File: config.mk
export PLATFORM = sky130hd
export DESIGN_NAME = exec_alu_csr_unit
export DESIGN_NICKNAME = d
export VERILOG_FILES = /design/src/rtl/exec_alu_csr_unit.sv
export SDC_FILE = /design/constraint.sdc
export NUM_CORES = 2
export LEC_CHECK = 0
export CELL_PAD_IN_SITES_DETAIL_PLACEMENT = 0
export CELL_PAD_IN_SITES_GLOBAL_PLACEMENT = 1
export CORE_MARGIN = 5
export CORE_UTILIZATION = 44
export DETAILED_ROUTE_END_ITERATION = 16
export GPL_ROUTABILITY_DRIVEN = 1
export PLACE_DENSITY = 0.95
export SYNTH_ARGS = -nofsm -noshare
export SYNTH_HDL_FRONTEND = slang
export SYNTH_SLANG_ARGS = --single-unit
File: constraint.sdc
create_clock -name clk -period 2.6 [get_ports clk]
set_clock_uncertainty 0.15 [all_clocks]
set_input_delay 0.26 -clock clk [delete_from_list [all_inputs] [get_ports clk]]
set_output_delay 0.26 -clock clk [all_outputs]
set_load 0.02 [all_outputs]
File: src/rtl/exec_alu_csr_unit.sv
// Integer execute stage: 64-bit ALU with branch compare and RV64 word ops, plus the
// CSR read-modify-write calculator. Every result is registered on the edge that samples in_valid.
module exec_alu_csr_unit #(
  parameter int XLEN    = 64,
  parameter int IMM_LEN = 64
) (
  input  logic               clk,
  input  logic               rst_n,
  input  logic               in_valid,
  input  logic [XLEN-1:0]    alu_a,
  input  logic [XLEN-1:0]    alu_b,
  input  logic [4:0]         alu_op,
  input  logic [XLEN-1:0]    rs1_data,
  input  logic [XLEN-1:0]    csr_data,
  input  logic [IMM_LEN-1:0] imm_csr,
  input  logic               use_imm_csr,
  input  logic [1:0]         csr_op,
  output logic               out_valid,
  output logic [XLEN-1:0]    alu_out,
  output logic               compare_out,
  output logic [XLEN-1:0]    csr_result,
  output logic               csr_valid
);
  // Handshake: valid-only. A beat is taken on every edge with in_valid=1; there is no ready
  // and no stall, so out_valid/csr_valid pulse for exactly one cycle per accepted beat.

  localparam int SHW = $clog2(XLEN);

  logic [XLEN-1:0] diff;
  logic [XLEN-1:0] alu_nxt;
  logic            cmp_nxt;
  logic [XLEN-1:0] csr_src;
  logic [XLEN-1:0] csr_nxt;
  logic [31:0]     word_res;
  logic [SHW-1:0]  shamt;
  logic [4:0]      shamt_w;
  logic            lt_s;
  logic            lt_u;
  logic            unused_imm;

  assign unused_imm = ^imm_csr[IMM_LEN-1:5];

  assign diff    = alu_a - alu_b;
  assign shamt   = alu_b[SHW-1:0];
  assign shamt_w = alu_b[4:0];
  assign lt_s    = $signed(alu_a) < $signed(alu_b);
  assign lt_u    = alu_a < alu_b;

  // Word ops share one 32-bit result that is sign-extended below.
  always_comb begin
    word_res = '0;
    case (alu_op)
      5'd10:   word_res = alu_a[31:0] + alu_b[31:0];
      5'd11:   word_res = alu_a[31:0] - alu_b[31:0];
      5'd12:   word_res = alu_a[31:0] << shamt_w;
      5'd13:   word_res = alu_a[31:0] >> shamt_w;
      5'd14:   word_res = $signed(alu_a[31:0]) >>> shamt_w;
      default: word_res = '0;
    endcase
  end

  always_comb begin
    alu_nxt = '0;
    cmp_nxt = 1'b0;
    case (alu_op)
      5'd0:  alu_nxt = alu_a + alu_b;
      5'd1:  alu_nxt = diff;
      5'd2:  alu_nxt = alu_a << shamt;
      5'd3:  alu_nxt = alu_a >> shamt;
      5'd4:  alu_nxt = $signed(alu_a) >>> shamt;
      5'd5:  alu_nxt = {{(XLEN-1){1'b0}}, lt_s};
      5'd6:  alu_nxt = {{(XLEN-1){1'b0}}, lt_u};
      5'd7:  alu_nxt = alu_a ^ alu_b;
      5'd8:  alu_nxt = alu_a | alu_b;
      5'd9:  alu_nxt = alu_a & alu_b;
      5'd10, 5'd11, 5'd12, 5'd13, 5'd14:
             alu_nxt = {{(XLEN-32){word_res[31]}}, word_res};
      5'd15: begin alu_nxt = diff; cmp_nxt = (alu_a == alu_b); end
      5'd16: begin alu_nxt = diff; cmp_nxt = (alu_a != alu_b); end
      5'd17: begin alu_nxt = diff; cmp_nxt = lt_s;             end
      5'd18: begin alu_nxt = diff; cmp_nxt = ~lt_s;            end
      5'd19: begin alu_nxt = diff; cmp_nxt = lt_u;             end
      5'd20: begin alu_nxt = diff; cmp_nxt = ~lt_u;            end
      5'd21: alu_nxt = alu_b;
      default: alu_nxt = '0;
    endcase
  end

  assign csr_src = use_imm_csr ? {{(XLEN-5){1'b0}}, imm_csr[4:0]} : rs1_data;

  always_comb begin
    csr_nxt = '0;
    case (csr_op)
      2'd1:    csr_nxt = csr_src;
      2'd2:    csr_nxt = csr_data | csr_src;
      2'd3:    csr_nxt = csr_data & ~csr_src;
      default: csr_nxt = '0;
    endcase
  end

  // Data outputs hold between beats; only the strobes drop on idle cycles.
  always_ff @(posedge clk or negedge rst_n) begin
    if (!rst_n) begin
      out_valid   <= 1'b0;
      csr_valid   <= 1'b0;
      alu_out     <= '0;
      compare_out <= 1'b0;
      csr_result  <= '0;
    end else if (in_valid) begin
      out_valid   <= 1'b1;
      csr_valid   <= (csr_op != 2'd0);
      alu_out     <= alu_nxt;
      compare_out <= cmp_nxt;
      csr_result  <= csr_nxt;
    end else begin
      out_valid   <= 1'b0;
      csr_valid   <= 1'b0;
    end
  end

endmodule

==> impl_metrics.prom, run 1 <==
# TYPE chip_impl_metric gauge
chip_impl_info{name="most_common_flop_cell_mapped_by_yosys",value="sky130_fd_sc_hd__dfrtp_1"} 1
chip_impl_metric{name="port-buffer-count",unit=""} 402
chip_impl_metric{name="ys_seq_area_frac",unit=""} 0.109
chip_impl_info{name="synth.largest_area_cell",value="sky130_fd_sc_hd__dfrtp_1"} 1
chip_impl_metric{name="rows",unit=""} 95
chip_impl_info{name="toolErrorMsg",value="[ERROR GRT-0232] Routing congestion too high. Check the congestion heatmap in the GUI."} 1
chip_impl_metric{name="synth_top_cell_area_share",unit=""} 0.109
chip_impl_info{name="synth.area.top_cells",value="sky130_fd_sc_hd__dfrtp_1, sky130_fd_sc_hd__mux4_2, sky130_fd_sc_hd__ha_1"} 1
chip_impl_metric{name="h_tree_depth_reported_by_cts",unit=""} 4
chip_impl_metric{name="finalWeightedCongestion",unit=""} 1.26
chip_impl_metric{name="clk_path_buf_depth",unit=""} 2
chip_impl_metric{name="grt_resource_usage_total",unit=""} 0.617
chip_impl_metric{name="number_of_distinct_standard_cells_referenced_by_the_synthesized_netlist",unit=""} 99
chip_impl_metric{name="die_w",unit="um"} 272
chip_impl_metric{name="avgSynthCellArea",unit="um2"} 7.05
chip_impl_metric{name="die-height",unit="um"} 272
chip_impl_info{name="post-synth-top-count-cell",value="sky130_fd_sc_hd__nor2_1"} 1
chip_impl_metric{name="place.detailed.hpwl",unit="mm"} 143
chip_impl_metric{name="syn-instance-count",unit=""} 4271
chip_impl_metric{name="cts_sinks",unit=""} 131
chip_impl_metric{name="pin_count_of_the_biggest_net_entering_global_routing",unit=""} 134
chip_impl_metric{name="synth-edff-count",unit=""} 0
chip_impl_metric{name="io_pins",unit=""} 462
chip_impl_metric{name="asyncSetResetFlopFracSynth",unit=""} 1.00
chip_impl_info{name="synth_commonest_cells",value="sky130_fd_sc_hd__nor2_1, sky130_fd_sc_hd__a21oi_1, sky130_fd_sc_hd__nand2_1"} 1
chip_impl_metric{name="initial_core_util",unit=""} 0.446
chip_impl_metric{name="yosys_warnings",unit=""} 0
chip_impl_metric{name="synth_area",unit="um2"} 30100
chip_impl_metric{name="synth_seq_cells",unit=""} 131
chip_impl_info{name="run_status",value="stopped before the end"} 1
chip_impl_metric{name="placed_cell_count",unit=""} 6602
chip_impl_info{name="cell_at_the_root_of_the_clock_tree",value="sky130_fd_sc_hd__clkbuf_16"} 1
chip_impl_metric{name="grt_remaining_overflow",unit=""} 13
chip_impl_info{name="outcome.stop_stage",value="global routing (5_1_grt)"} 1
chip_impl_metric{name="syn-num-nets",unit=""} 4829
chip_impl_metric{name="cts_buffers",unit=""} 17
## logic make-up after synthesis
kind of cell             count (synthesis)  synth area share
AO/OA/AOI/OAI                         1583             0.347
buffers and inverters                  543            0.0709
AND/OR/NAND/NOR                       1454             0.217
adder cells (fa/ha/maj)                227            0.0951
XOR/XNOR                                83            0.0242
multiplexers                           250             0.137
flip-flops                             131             0.109
## metal layers
metal	track usage	GRT overflow
met5	0.268	0
met3	0.511	0
met1	0.620	1
met2	0.760	5
met4	0.555	7
## stage by stage
stage | setup slack [ps] | util | cell area (um2)
after CTS | -1010 | 0.722 | 48700
after global placement | -2010 | 0.666 | 45000
after detailed placement | -2120 | 0.666 | 45000
after floorplan | -1450 | - | 30700
## what timing repair did
action / in CTS
pin swaps: 202
endpoints found under the hold margin: 55
endpoints found under the setup margin: 65
setup buffers: 101
hold buffers: 2
gates cloned: 8
resized for setup: 625
==> run 2: changes to the inputs <==
==> config.mk (replaced) <==
export PLATFORM = sky130hd
export DESIGN_NAME = exec_alu_csr_unit
export DESIGN_NICKNAME = d
export VERILOG_FILES = /design/src/rtl/exec_alu_csr_unit.sv
export SDC_FILE = /design/constraint.sdc
export NUM_CORES = 2
export LEC_CHECK = 0
export CORE_MARGIN = 5
export CORE_UTILIZATION = 35
export DETAILED_ROUTE_END_ITERATION = 16
export GPL_ROUTABILITY_DRIVEN = 1
export PLACE_DENSITY_LB_ADDON = 0.15
export SYNTH_ARGS = -nofsm -noshare
export SYNTH_HDL_FRONTEND = slang
export SYNTH_SLANG_ARGS = --single-unit
==> impl_metrics.prom, run 2 <==
# TYPE chip_impl_metric gauge
chip_impl_metric{name="cellLeakagePower",unit="nW"} 23.0
chip_impl_metric{name="postRouteAntennaNets",unit=""} 0
chip_impl_info{name="endpoint_kind",value="register"} 1
chip_impl_metric{name="ys_seq_area_frac",unit=""} 0.109
chip_impl_metric{name="clk_path_buf_depth",unit=""} 2
chip_impl_metric{name="global_route_wire_length_before_repair",unit="mm"} 297
chip_impl_metric{name="initial_core_util",unit=""} 0.353
chip_impl_metric{name="grt_use_met3",unit=""} 0.0906
chip_impl_metric{name="yosys_warnings",unit=""} 0
chip_impl_metric{name="critPathRequiredTime",unit="ps"} 2890
chip_impl_metric{name="grt_pass1_vias",unit=""} 42500
chip_impl_metric{name="io_pins",unit=""} 462
chip_impl_metric{name="placed_cell_count",unit=""} 7026
chip_impl_metric{name="die-height",unit="um"} 303
chip_impl_metric{name="nets",unit=""} 6624
chip_impl_metric{name="core",unit="um2"} 85300
chip_impl_metric{name="stdcell_count",unit=""} 7228
chip_impl_metric{name="cts_sinks",unit=""} 131
chip_impl_metric{name="number_of_distinct_standard_cells_referenced_by_the_synthesized_netlist",unit=""} 99
chip_impl_metric{name="timing.max_cap.violations",unit=""} 0
chip_impl_info{name="final_common_cell",value="sky130_fd_sc_hd__buf_4"} 1
chip_impl_metric{name="cts_buffers",unit=""} 17
chip_impl_info{name="layout.cells.most_common_list",value="sky130_fd_sc_hd__buf_4, sky130_fd_sc_hd__nor2_1, sky130_fd_sc_hd__a21oi_1"} 1
chip_impl_info{name="crit_type",value="in2reg"} 1
chip_impl_metric{name="timing.critical_path.fanout_max",unit=""} 4
chip_impl_metric{name="drt_iter0_markers",unit=""} 5639
chip_impl_metric{name="finalHoldViolations",unit=""} 0
chip_impl_info{name="synth.largest_area_cell",value="sky130_fd_sc_hd__dfrtp_1"} 1
chip_impl_metric{name="syn-instance-count",unit=""} 4271
chip_impl_metric{name="achievable-frequency",unit="MHz"} 270
chip_impl_metric{name="grt_antenna_before_repair",unit=""} 7
chip_impl_info{name="post-synth-top-count-cell",value="sky130_fd_sc_hd__nor2_1"} 1
chip_impl_info{name="synth_commonest_cells",value="sky130_fd_sc_hd__nor2_1, sky130_fd_sc_hd__a21oi_1, sky130_fd_sc_hd__nand2_1"} 1
chip_impl_metric{name="synth_area",unit="um2"} 30100
chip_impl_metric{name="number_of_vias_per_cell_after_detailed_routing",unit=""} 6.13
chip_impl_metric{name="cp_data_arrival_time",unit="ps"} 3980
chip_impl_info{name="top_usage_layer",value="met2"} 1
chip_impl_metric{name="synth-edff-count",unit=""} 0
chip_impl_info{name="run_status",value="complete, but fails checks"} 1
chip_impl_metric{name="timing.hold.ws",unit="ps"} 84.7
chip_impl_metric{name="period_needed",unit="ps"} 3700
chip_impl_metric{name="synth_top_cell_area_share",unit=""} 0.109
chip_impl_metric{name="worst_slew_slack_as_a_fraction_of_its_limit",unit=""} 0.336
chip_impl_metric{name="avgSynthCellArea",unit="um2"} 7.05
chip_impl_metric{name="tightest_slew",unit="ps"} 996
chip_impl_info{name="timing.critical_path.from_type",value="input pin"} 1
chip_impl_metric{name="post-route-cell-area",unit="um2"} 52000
chip_impl_metric{name="peakVddDrop",unit="mV"} 0.540
chip_impl_metric{name="h_tree_depth_reported_by_cts",unit=""} 4
chip_impl_metric{name="postPlaceCellArea",unit="um2"} 46500
chip_impl_info{name="min_path_type",value="in2reg"} 1
chip_impl_metric{name="power-per-cell-area",unit="nW/um2"} 343
chip_impl_metric{name="routed_wl",unit="mm"} 213
chip_impl_metric{name="worstSkewPairLatency",unit="ps"} 510
chip_impl_metric{name="global_route.usage.met1",unit=""} 0.529
chip_impl_info{name="cell_at_the_root_of_the_clock_tree",value="sky130_fd_sc_hd__clkbuf_16"} 1
chip_impl_metric{name="report.power.total",unit="mW"} 17.8
chip_impl_metric{name="syn-num-nets",unit=""} 4829
chip_impl_metric{name="worst_setup_hold_path_clk_slew",unit="ps"} 80
chip_impl_info{name="hp-start",value="csr_op[1]"} 1
chip_impl_info{name="top_regs",value="alu_out x64, csr_result x64"} 1
chip_impl_info{name="r2r_start",value="alu_out[22]"} 1
chip_impl_metric{name="grt_remaining_overflow",unit=""} 0
chip_impl_metric{name="die_area",unit="um2"} 92000
chip_impl_info{name="grt_setup_unrepaired",value="true"} 1
chip_impl_metric{name="num-fill-cells",unit=""} 8001
chip_impl_metric{name="die_w",unit="um"} 303
chip_impl_info{name="worstSetupStartpoint",value="alu_b[4]"} 1
chip_impl_metric{name="final_core_utilization",unit=""} 0.610
chip_impl_metric{name="fin_ws",unit="ps"} -1100
chip_impl_info{name="synth.area.top_cells",value="sky130_fd_sc_hd__dfrtp_1, sky130_fd_sc_hd__mux4_2, sky130_fd_sc_hd__ha_1"} 1
chip_impl_info{name="violations",value="setup timing"} 1
chip_impl_metric{name="pin_count_of_the_biggest_net_entering_global_routing",unit=""} 134
chip_impl_metric{name="finalSetupViolCount",unit=""} 65
chip_impl_metric{name="rows",unit=""} 107
chip_impl_metric{name="syn_to_final_growth",unit="%"} 72.9
chip_impl_metric{name="grt_util_met2",unit=""} 0.680
chip_impl_metric{name="layout_worst_path_cycle_share",unit=""} 1.42
chip_impl_metric{name="place.detailed.hpwl",unit="mm"} 170
chip_impl_metric{name="detail_route.drc_violations",unit=""} 0
chip_impl_metric{name="detail_route.first_pass.iterations",unit=""} 8
chip_impl_metric{name="final.setup.tns",unit="ps"} -52460
chip_impl_metric{name="dp_worst_setup_slack",unit="ps"} -2190
chip_impl_metric{name="num_vias",unit=""} 44300
chip_impl_metric{name="finalWeightedCongestion",unit=""} 1.13
chip_impl_metric{name="port-buffer-count",unit=""} 402
chip_impl_metric{name="final-max-slew-violation-count",unit=""} 0
chip_impl_metric{name="grt_resource_usage_total",unit=""} 0.440
chip_impl_metric{name="asyncSetResetFlopFracSynth",unit=""} 1.00
chip_impl_metric{name="drt-wirelength-per-cell",unit="um"} 29.4
chip_impl_metric{name="synth_seq_cells",unit=""} 131
chip_impl_info{name="most_common_flop_cell_mapped_by_yosys",value="sky130_fd_sc_hd__dfrtp_1"} 1
chip_impl_metric{name="layout-drive-gt1-share",unit=""} 0.407
chip_impl_info{name="cts_tree",value="done"} 1
==> run 2: cell counts after synthesis <==
No cell type changed its count.
==> run 2: worst max-delay path, cell delays in order <==
cell                        delay [ps]
sky130_fd_sc_hd__buf_6             100
sky130_fd_sc_hd__nor3_4            190
sky130_fd_sc_hd__buf_6             160
sky130_fd_sc_hd__buf_6             100
sky130_fd_sc_hd__nand4_1           100
sky130_fd_sc_hd__buf_6             180
sky130_fd_sc_hd__nor2_4             90
sky130_fd_sc_hd__and3_4            220
sky130_fd_sc_hd__a41oi_2           120
sky130_fd_sc_hd__xnor2_1           150
sky130_fd_sc_hd__ha_1              290
sky130_fd_sc_hd__a21o_1            170
sky130_fd_sc_hd__a21o_1            170
sky130_fd_sc_hd__a21oi_2           150
sky130_fd_sc_hd__nand2_1            90
sky130_fd_sc_hd__or4_4             550
sky130_fd_sc_hd__o211a_4           240
sky130_fd_sc_hd__nand2_8           130
sky130_fd_sc_hd__buf_12            120
sky130_fd_sc_hd__clkbuf_16         140
sky130_fd_sc_hd__buf_6             100
sky130_fd_sc_hd__nor3_2             30
sky130_fd_sc_hd__o2bb2ai_1         120
==> run 2: cell type report <==
| cell class | count | area, um2 | share of cell area |
|---|---|---|---|
| diodes | 5 | 12.5 | 0.000240 |
| repair buffers | 2114 | 18100 | 0.348 |
| multi-input cells | 3597 | 27800 | 0.534 |
| well taps | 1144 | 1430 | 0.0275 |
| clock inverters | 15 | 165 | 0.00317 |
| inverters | 205 | 828 | 0.0159 |
| clock buffers | 17 | 425 | 0.00817 |
| flip-flops and latches | 131 | 3280 | 0.0630 |
==> run 2: path summary, 6_finish.rpt <==
check | endpoint | slack (ps) | depth (start not counted)
hold reg to reg | alu_out[26] | 330 | 1
max in group asynchronous | alu_out[23] | 1490 | 3
min in group asynchronous | out_valid | 100 | 2
hold / removal | csr_result[57] | 80 | 3
setup / recovery | alu_out[37] | -1100 | 23
setup reg to reg | alu_out[22] | 200 | 8
==> run 2: per-layer routing <==
metal	share of wire	routed length, um
met2	0.44	92600
met3	0.092	19600
met1	0.37	78500
met4	0.10	22000
met5	0.000061	13
==> run 2: power breakdown <==
group	leakage (nW)	internal (mW)	switching (mW)
registers	1.63	2.29	0.205
logic	21.0	5.84	6.80
clock network	0.290	1.36	1.34
==> run 2: kinds of logic (layout without fill, tap and decap cells) <==
family | count (synthesis) | in the layout | synth area share
AO/OA/AOI/OAI | 1583 | 1583 | 0.347
XOR/XNOR | 83 | 83 | 0.0242
adder cells (fa/ha/maj) | 227 | 227 | 0.0951
buffers and inverters | 543 | 2351 | 0.0709
flip-flops | 131 | 131 | 0.109
multiplexers | 250 | 250 | 0.137
other | 0 | 5 | 0
AND/OR/NAND/NOR | 1454 | 1454 | 0.217
==> run 2: repair_timing <==
action | 4_1_cts | 5_1_grt
gates resized for setup | 709 | 202
hold endpoints to repair | 131 | 0
setup buffers | 123 | 45
pin swaps | 236 | 120
setup endpoints to repair | 65 | 65
hold buffers | 1 | 0
gates cloned | 8 | 3
Note: power is estimated with default switching activity, not from simulation.
